File: config.mk
export PLATFORM = sky130hd
export DESIGN_NAME = sw_seq_feeder_flat
export DESIGN_NICKNAME = d
export VERILOG_FILES = /design/src/rtl/sw_seq_feeder_pkg.sv /design/src/rtl/sw_seq_feeder_if.sv /design/src/rtl/sw_seq_feeder_seq_buffer.sv /design/src/rtl/sw_seq_feeder.sv /design/src/flat_wrapper.sv
export SDC_FILE = /design/constraint.sdc
export NUM_CORES = 1
export LEC_CHECK = 0
export ABC_AREA = 1
export BUFFER_PORTS_ARGS = -buffer_cell sky130_fd_sc_hd__buf_2
export CAP_MARGIN = 20
export CELL_PAD_IN_SITES_DETAIL_PLACEMENT = 0
export CELL_PAD_IN_SITES_GLOBAL_PLACEMENT = 2
export CORE_MARGIN = 2
export CORE_UTILIZATION = 25
export CTS_CLUSTER_SIZE = 16
export DETAILED_ROUTE_END_ITERATION = 6
export PLACE_DENSITY_LB_ADDON = 0.08
export SLEW_MARGIN = 20
export SYNTH_ARGS = -nofsm -noshare
export SYNTH_HDL_FRONTEND = slang
export SYNTH_SLANG_ARGS = --single-unit
File: constraint.sdc
create_clock -name clk -period 3.42 [get_ports clk]
set_input_delay 0.171 -clock clk [delete_from_list [all_inputs] [get_ports clk]]
set_output_delay 0.171 -clock clk [all_outputs]
set_load 0.005 [all_outputs]
File: src/rtl/sw_seq_feeder_pkg.sv
// Shared definitions for the Smith-Waterman sequence feeder: base and state
// encodings, word packing and default sequence lengths shared with the sw core.
package sw_seq_feeder_pkg;

  localparam int unsigned BASES_PER_WORD = 16;
  localparam int unsigned SCORE_W        = 12;
  localparam int unsigned DEFAULT_S_LEN  = 256;
  localparam int unsigned DEFAULT_T_LEN  = 128;

  typedef enum logic [1:0] {
    BaseA = 2'd0,
    BaseC = 2'd1,
    BaseG = 2'd2,
    BaseT = 2'd3
  } base_e;

  typedef enum logic [2:0] {
    StLoad,
    StClear,
    StStream,
    StWait,
    StResult
  } state_e;

  function automatic int unsigned words_of(input int unsigned bases);
    return bases / BASES_PER_WORD;
  endfunction

endpackage

File: src/rtl/sw_seq_feeder_if.sv
// Host/core-facing signal bundle of the sequence feeder. The slave modport is the
// feeder itself; the master modport is the host plus the sw core around it.
interface sw_seq_feeder_if;

  logic                                   in_valid;
  logic                                   in_ready;
  logic [31:0]                            in_data;
  logic                                   sw_rst;
  logic                                   sw_valid;
  logic [1:0]                             sw_data_s;
  logic [1:0]                             sw_data_t;
  logic                                   sw_finish;
  logic [sw_seq_feeder_pkg::SCORE_W-1:0]  sw_max;
  logic                                   res_valid;
  logic                                   res_ready;
  logic [sw_seq_feeder_pkg::SCORE_W-1:0]  res_max;
  logic                                   res_err;
  logic                                   busy;

  modport master (
    output in_valid, in_data, sw_finish, sw_max, res_ready,
    input  in_ready, sw_rst, sw_valid, sw_data_s, sw_data_t, res_valid, res_max, res_err, busy
  );

  modport slave (
    input  in_valid, in_data, sw_finish, sw_max, res_ready,
    output in_ready, sw_rst, sw_valid, sw_data_s, sw_data_t, res_valid, res_max, res_err, busy
  );

endinterface

File: src/rtl/sw_seq_feeder_seq_buffer.sv
// DEPTH x 2-bit base store with a 16-base word write port and a single-base
// asynchronous read port. DEPTH must be a multiple of 16 and at least 32.
module sw_seq_feeder_seq_buffer
  import sw_seq_feeder_pkg::*;
#(
  parameter int unsigned DEPTH = DEFAULT_S_LEN,
  localparam int unsigned AW   = $clog2(DEPTH),
  localparam int unsigned BW   = $clog2(BASES_PER_WORD),
  localparam int unsigned WAW  = AW - BW
) (
  input  logic           clk,
  input  logic           we,
  input  logic [WAW-1:0] waddr,
  input  logic [31:0]    wdata,
  input  logic [AW-1:0]  raddr,
  output logic [1:0]     rdata
);

  logic [1:0] mem [DEPTH];
  logic [BASES_PER_WORD-1:0][1:0] wbases;

  assign wbases = wdata;

  // Contents survive reset; a new job always overwrites every entry.
  always_ff @(posedge clk) begin
    if (we) begin
      for (int i = 0; i < BASES_PER_WORD; i++) begin
        mem[{waddr, BW'(i)}] <= wbases[BW'(i)];
      end
    end
  end

  assign rdata = mem[raddr];

endmodule

File: src/rtl/sw_seq_feeder.sv
// Loads S/T sequences, resets and streams them into the sw core, then returns its score.
// Define SW_SEQ_FEEDER_TIMEOUT_EN to add a WAIT watchdog that reports res_err.
module sw_seq_feeder
  import sw_seq_feeder_pkg::*;
#(
  parameter int unsigned S_LEN = DEFAULT_S_LEN,
  parameter int unsigned T_LEN = DEFAULT_T_LEN
`ifdef SW_SEQ_FEEDER_TIMEOUT_EN
  ,
  parameter int unsigned TIMEOUT = 1024
`endif
) (
  input logic              clk,
  input logic              reset,
  sw_seq_feeder_if.slave   bus
);

  localparam int unsigned S_WORDS = words_of(S_LEN);
  localparam int unsigned T_WORDS = words_of(T_LEN);
  localparam int unsigned N_WORDS = S_WORDS + T_WORDS;
  localparam int unsigned SAW     = $clog2(S_LEN);
  localparam int unsigned TAW     = $clog2(T_LEN);
  localparam int unsigned BW      = $clog2(BASES_PER_WORD);
  localparam int unsigned SWAW    = SAW - BW;
  localparam int unsigned TWAW    = TAW - BW;
  localparam int unsigned WCW     = $clog2(N_WORDS);

  localparam logic [WCW-1:0] WORD_LAST = WCW'(N_WORDS - 1);
  localparam logic [WCW-1:0] S_WORDS_W = WCW'(S_WORDS);
  localparam logic [SAW-1:0] BASE_LAST = SAW'(S_LEN - 1);
  localparam logic [SAW-1:0] T_END     = SAW'(T_LEN % S_LEN);
  localparam bit             T_FULL    = (T_LEN == S_LEN);

  state_e           state_q, state_d;
  logic [WCW-1:0]   word_q, word_d;
  logic [SAW-1:0]   base_q, base_d;
  logic             capture;
  logic             s_we, t_we, t_active;
  logic [TWAW-1:0]  t_waddr;
  logic [1:0]       s_rdata, t_rdata;

`ifdef SW_SEQ_FEEDER_TIMEOUT_EN
  localparam logic [15:0] WD_LAST = 16'(TIMEOUT - 1);
  logic [15:0] wd_q, wd_d;
  logic        timeout;
`endif

  logic               in_ready_q, in_ready_d;
  logic               sw_rst_q, sw_rst_d;
  logic               sw_valid_q, sw_valid_d;
  logic [1:0]         sw_data_s_q, sw_data_s_d;
  logic [1:0]         sw_data_t_q, sw_data_t_d;
  logic               res_valid_q, res_valid_d;
  logic [SCORE_W-1:0] res_max_q, res_max_d;
  logic               res_err_q, res_err_d;
  logic               busy_q, busy_d;

  assign t_waddr = TWAW'(word_q - S_WORDS_W);

  sw_seq_feeder_seq_buffer #(
    .DEPTH (S_LEN)
  ) u_s_buf (
    .clk   (clk),
    .we    (s_we),
    .waddr (word_q[SWAW-1:0]),
    .wdata (bus.in_data),
    .raddr (base_d),
    .rdata (s_rdata)
  );

  sw_seq_feeder_seq_buffer #(
    .DEPTH (T_LEN)
  ) u_t_buf (
    .clk   (clk),
    .we    (t_we),
    .waddr (t_waddr),
    .wdata (bus.in_data),
    .raddr (base_d[TAW-1:0]),
    .rdata (t_rdata)
  );

  always_ff @(posedge clk or posedge reset) begin
    if (reset) begin
      state_q     <= StLoad;
      word_q      <= '0;
      base_q      <= '0;
`ifdef SW_SEQ_FEEDER_TIMEOUT_EN
      wd_q        <= '0;
`endif
      in_ready_q  <= 1'b0;
      sw_rst_q    <= 1'b1;
      sw_valid_q  <= 1'b0;
      sw_data_s_q <= '0;
      sw_data_t_q <= '0;
      res_valid_q <= 1'b0;
      res_max_q   <= '0;
      res_err_q   <= 1'b0;
      busy_q      <= 1'b0;
    end else begin
      state_q     <= state_d;
      word_q      <= word_d;
      base_q      <= base_d;
`ifdef SW_SEQ_FEEDER_TIMEOUT_EN
      wd_q        <= wd_d;
`endif
      in_ready_q  <= in_ready_d;
      sw_rst_q    <= sw_rst_d;
      sw_valid_q  <= sw_valid_d;
      sw_data_s_q <= sw_data_s_d;
      sw_data_t_q <= sw_data_t_d;
      res_valid_q <= res_valid_d;
      res_max_q   <= res_max_d;
      res_err_q   <= res_err_d;
      busy_q      <= busy_d;
    end
  end

  always_comb begin
    state_d = state_q;
    word_d  = word_q;
    base_d  = base_q;
    s_we    = 1'b0;
    t_we    = 1'b0;
    capture = 1'b0;
`ifdef SW_SEQ_FEEDER_TIMEOUT_EN
    wd_d    = wd_q;
    timeout = 1'b0;
`endif
    unique case (state_q)
      StLoad: begin
        if (bus.in_valid && in_ready_q) begin
          if (word_q < S_WORDS_W) s_we = 1'b1;
          else                    t_we = 1'b1;
          if (word_q == WORD_LAST) begin
            word_d  = '0;
            state_d = StClear;
          end else begin
            word_d = word_q + 1'b1;
          end
        end
      end
      StClear: begin
        base_d  = '0;
        state_d = StStream;
      end
      StStream: begin
`ifdef SW_SEQ_FEEDER_TIMEOUT_EN
        wd_d = '0;
`endif
        if (base_q == BASE_LAST) begin
          base_d  = '0;
          state_d = StWait;
        end else begin
          base_d = base_q + 1'b1;
        end
      end
      StWait: begin
        // A finish seen on the watchdog's last cycle still counts as a normal result.
        if (bus.sw_finish) begin
          capture = 1'b1;
          state_d = StResult;
        end
`ifdef SW_SEQ_FEEDER_TIMEOUT_EN
        else if (wd_q == WD_LAST) begin
          timeout = 1'b1;
          state_d = StResult;
        end else begin
          wd_d = wd_q + 16'd1;
        end
`endif
      end
      StResult: begin
        if (bus.res_ready) begin
          word_d  = '0;
          base_d  = '0;
          state_d = StLoad;
        end
      end
      default: state_d = StLoad;
    endcase
  end

  // Outputs are decoded from the next state so each register matches the state it enters.
  always_comb begin
    t_active    = T_FULL || (base_d < T_END);
    in_ready_d  = (state_d == StLoad);
    sw_rst_d    = (state_d == StClear);
    sw_valid_d  = (state_d == StStream);
    sw_data_s_d = '0;
    sw_data_t_d = '0;
    if (sw_valid_d) begin
      sw_data_s_d = s_rdata;
      if (t_active) sw_data_t_d = t_rdata;
    end
    res_valid_d = (state_d == StResult);
    res_max_d   = res_max_q;
    if (capture) res_max_d = bus.sw_max;
`ifdef SW_SEQ_FEEDER_TIMEOUT_EN
    res_err_d = res_err_q;
    if (capture) res_err_d = 1'b0;
    if (timeout) begin
      res_max_d = '1;
      res_err_d = 1'b1;
    end
`else
    res_err_d = 1'b0;
`endif
    busy_d = (state_d != StLoad);
  end

  assign bus.in_ready  = in_ready_q;
  assign bus.sw_rst    = sw_rst_q;
  assign bus.sw_valid  = sw_valid_q;
  assign bus.sw_data_s = sw_data_s_q;
  assign bus.sw_data_t = sw_data_t_q;
  assign bus.res_valid = res_valid_q;
  assign bus.res_max   = res_max_q;
  assign bus.res_err   = res_err_q;
  assign bus.busy      = busy_q;

endmodule

File: src/flat_wrapper.sv
// flat-port wrapper written by rule: the top's interface ports become plain ports
module sw_seq_feeder_flat import sw_seq_feeder_pkg::*;
#(
  parameter int unsigned S_LEN = DEFAULT_S_LEN,
  parameter int unsigned T_LEN = DEFAULT_T_LEN

)
  (clk, reset, bus_in_valid, bus_in_data, bus_sw_finish, bus_sw_max, bus_res_ready, bus_in_ready, bus_sw_rst, bus_sw_valid, bus_sw_data_s, bus_sw_data_t, bus_res_valid, bus_res_max, bus_res_err, bus_busy);
  sw_seq_feeder_if bus_i ();
  input logic clk;
  input logic reset;
  input wire logic [$bits(bus_i.in_valid)-1:0] bus_in_valid;
  input wire logic [$bits(bus_i.in_data)-1:0] bus_in_data;
  input wire logic [$bits(bus_i.sw_finish)-1:0] bus_sw_finish;
  input wire logic [$bits(bus_i.sw_max)-1:0] bus_sw_max;
  input wire logic [$bits(bus_i.res_ready)-1:0] bus_res_ready;
  output wire logic [$bits(bus_i.in_ready)-1:0] bus_in_ready;
  output wire logic [$bits(bus_i.sw_rst)-1:0] bus_sw_rst;
  output wire logic [$bits(bus_i.sw_valid)-1:0] bus_sw_valid;
  output wire logic [$bits(bus_i.sw_data_s)-1:0] bus_sw_data_s;
  output wire logic [$bits(bus_i.sw_data_t)-1:0] bus_sw_data_t;
  output wire logic [$bits(bus_i.res_valid)-1:0] bus_res_valid;
  output wire logic [$bits(bus_i.res_max)-1:0] bus_res_max;
  output wire logic [$bits(bus_i.res_err)-1:0] bus_res_err;
  output wire logic [$bits(bus_i.busy)-1:0] bus_busy;
  assign bus_i.in_valid = bus_in_valid;
  assign bus_i.in_data = bus_in_data;
  assign bus_i.sw_finish = bus_sw_finish;
  assign bus_i.sw_max = bus_sw_max;
  assign bus_i.res_ready = bus_res_ready;
  assign bus_in_ready = bus_i.in_ready;
  assign bus_sw_rst = bus_i.sw_rst;
  assign bus_sw_valid = bus_i.sw_valid;
  assign bus_sw_data_s = bus_i.sw_data_s;
  assign bus_sw_data_t = bus_i.sw_data_t;
  assign bus_res_valid = bus_i.res_valid;
  assign bus_res_max = bus_i.res_max;
  assign bus_res_err = bus_i.res_err;
  assign bus_busy = bus_i.busy;
  sw_seq_feeder #(.S_LEN(S_LEN), .T_LEN(T_LEN)) u_core (.clk(clk), .reset(reset), .bus(bus_i));
endmodule
==> impl_metrics.json <==
{
  "outcome": "complete, no violations",
  "grt_usage_pct": 16.2,
  "peakVddDrop_v": 0.000602,
  "seq_area_um2": 12500,
  "cp_common_cell": "nand3_1",
  "p_int_mw": 11.7,
  "total_power_mw": 19.8,
  "synthToLayoutAreaGrowth_pct": 19.4,
  "crit_chain": "ha_1 > nand2_1 > nor2_2 > nand2_2 > nand2_1 > nand2_4 > nand2_8 > buf_4 > nand2_1 > nand3_1 > nand3_1 > nand3_1 > nand3_1 > nand3_1 > nand3_1 > nand2_1",
  "die_x_um": 268,
  "fp.dieH_um": 268,
  "clock_path_buffers": 3,
  "placed_cell_area_um2": 18900,
  "post-cts-setup-buffers": 0,
  "drc": 0,
  "final.min_clock_period_ns": 2.93,
  "p_sw_share_pct": 40.9,
  "path_clk_slew_ns": 0.06,
  "hold_violations": 0,
  "numCtsBuffers": 53,
  "synth_fp_nets": 1508,
  "rsz0062_at_grt": "false",
  "slew_viol_final": 0,
  "synth_warnings": 0,
  "grt_pass1_wl_um": 82300,
  "dpl.hpwl_um": 29400,
  "async_flop_share_pct": 8.79,
  "design.die.area_um2": 71600,
  "dpl_worst_slack_ns": 0.505,
  "combPwrFrac_pct": 41.3,
  "avgSynthCellArea_um2": 11.9,
  "synth_edf_count": 384,
  "ioPinCount": 71,
  "cts_tree": "done",
  "clkPwrFrac_pct": 27.6,
  "end_kind": "register",
  "layout_setup_ws_ns": 0.492,
  "synth.yosys.seq_area_share_pct": 71.7,
  "slowest_stage": "dfrtp_1",
  "multi_input_area_um2": 4350,
  "crit_type": "reg -> reg",
  "viasPerCell": 4.52,
  "synthDistinctLibCells": 35,
  "crit_arrival_ns": 3.46,
  "worstPathRequired_ns": 3.95,
  "holdWs_ns": 0.0747,
  "final-instance-count-excl-fill": 2517,
  "final_nets": 1596,
  "power.switching_mw": 8.08,
  "max_slew_margin_pct": 38.5,
  "root_buffer": "clkbuf_16",
  "dp_cells": 2403,
  "clock_skew_ns": 0.0165,
  "grt_overflow": 0,
  "routed_wl_um": 56900,
  "vias": 11400,
  "post_cts_resized": 0,
  "holdCritPathClass": "in -> reg",
  "grt_max_degree": 68,
  "drtIter0Drc": 745,
  "place.gp.congestion": 0.699,
  "netlist_area_um2": 17400,
  "antenna_found_initial": 2,
  "setup_violations": 0,
  "antenna_left": 0,
  "leakagePower_nw": 7.43,
  "fillers": 7085,
  "max_freq_ghz": 0.342,
  "p_seq_share_pct": 31.2,
  "cellPowerDensity_nw_per_um2": 953,
  "ys_seq_elements": 421,
  "port_buffers": 53,
  "final.setup.tns_ns": 0,
  "synth_cells": 1454,
  "period_share_pct": 85.6,
  "grt_pass1_vias": 11500,
  "fin_area_um2": 20700,
  "ys.flop_type": "edfxtp_1",
  "avgRoutedWirePerCell_um": 22.6,
  "clock_sinks": 421,
  "crit_path_max_fanout": 27,
  "worst_slew_pin_slew_ns": 0.923,
  "coreArea_um2": 68700,
  "drv_cap": 0,
  "placementRows": 96,
  "start_util_pct": 25.3,
  "dr.pass1.iters": 7,
  "max_stage_delay_ns": 0.44,
  "cp-start-kind": "register",
  "utilization_pct": 30.2,
  "drive_gt1_share_pct": 14.1,
  "insertion_delay_ns": 0.60,
  "cts.htree.levels": 2
}
path summary, 6_finish.rpt:
| path | cells after the start | from | slack [ns] | endpoint |
|---|---|---|---|---|
| min in group asynchronous | 3 | reset | 0.33 | u_core.bus.sw_data_t[0] |
| worst min register to register | 1 | u_core.bus.res_max[9] | 0.50 | u_core.bus.res_max[9] |
| max in group asynchronous | 3 | reset | 2.51 | u_core.bus.sw_data_s[0] |
| worst max-delay path | 16 | u_core.base_q[0] | 0.49 | u_core.bus.sw_data_s[1] |
| worst min-delay path | 6 | bus_in_valid | 0.07 | u_core.word_q[1] |
| worst max register to register | 16 | u_core.base_q[0] | 0.49 | u_core.bus.sw_data_s[1] |
flip-flops by register name, indices dropped and copies added, names as in the netlist, 2 cells and up:
| name | cells |
|---|---|
| u_core.bus.sw_data_t | 2 |
| u_core.bus.res_max | 12 |
| u_core.bus.sw_data_s | 2 |
| u_core.u_s_buf.mem | 256 |
| u_core.u_t_buf.mem | 128 |
| u_core.word_q | 5 |
| u_core.base_q | 8 |
| u_core.state_q | 3 |
power by group through the flow:
stage | registers (mW) | logic, mW | clock network [mW]
floorplan | 6.21 | 5.26 | 0
global placement | 6.26 | 8.45 | 0
global route | 6.20 | 9.15 | 5.81
finish | 6.16 | 8.15 | 5.44
detailed placement | 6.27 | 8.42 | 0
CTS | 6.16 | 8.46 | 5.63
cells in the mapped netlist, types with 7 or more instances:
cell type / instances / area share [%]
o21ai_0: 10 / 0.29
nor2_1: 37 / 0.80
inv_2: 7 / 0.15
mux2_2: 12 / 0.78
nand3_1: 486 / 14
dfrtp_1: 36 / 5.2
inv_1: 27 / 0.58
clkbuf_1: 29 / 0.63
nor3_1: 10 / 0.29
nand2_1: 316 / 6.8
buf_2: 31 / 0.89
buf_4: 28 / 1.2
edfxtp_1: 384 / 66
logic make-up after synthesis:
group	after synthesis	share of synthesized area (%)
and+or+nand+nor	868	22.7
DFF	421	71.7
buffers and inverters	126	3.68
AOI/OAI and AO/OA	20	0.684
muxes	12	0.778
adders and majority gates	5	0.360
other	1	0.0216
xor gates and xnor gates	1	0.0504
final cells by class:
cell class / instances / area share [%]
inverter: 34 / 0.621
sequential: 421 / 60.1
multi-input combinational: 907 / 21.0
clock inverter: 26 / 1.31
tap: 931 / 5.62
clock buffer: 71 / 6.72
antenna: 2 / 0.0241
timing repair buffer: 125 / 4.67
placed cells by master (no fill, tap or decap), drive strengths merged:
master / synthesis / final
clkinv: 0 / 21
nor3: 10 / 10
o211ai: 1 / 1
dfstp: 1 / 1
conb: 1 / 1
or2: 1 / 1
o2bb2ai: 1 / 1
nand4: 5 / 5
ha: 5 / 5
nor2: 39 / 39
nor4: 1 / 1
mux2: 12 / 12
nor3b: 1 / 1
dfrtp: 36 / 36
clkbuf: 29 / 71
dlygate4sd3: 0 / 15
buf: 63 / 110
inv: 34 / 33
bufinv: 0 / 6
a22oi: 1 / 1
nand2: 323 / 323
edfxtp: 384 / 384
xor2: 1 / 1
a21oi: 3 / 3
nand3: 488 / 488
diode: 0 / 2
o31ai: 1 / 1
o21ai: 13 / 13
repair_timing:
action	4_1_cts	5_1_grt
hold buffers	15	0
endpoints found under the hold margin	50	0
endpoints found under the setup margin	0	0
worst max-delay path: cells and delay by family (launching register included):
| family | cells | cell delay (ns) |
|---|---|---|
| fa+ha+maj | 1 | 0.20 |
| buf+inv | 1 | 0.37 |
| flops | 1 | 0.44 |
| simple gates | 14 | 1.84 |
metal layers:
| layer | GRT usage (%) | share of wire [%] |
|---|---|---|
| met2 | 26.1 | 47 |
| met4 | 4.56 | 2.4 |
| met5 | 0 | 0 |
| met1 | 22.6 | 48 |
| met3 | 2.15 | 3.4 |
(Power assumes the default switching activity.)
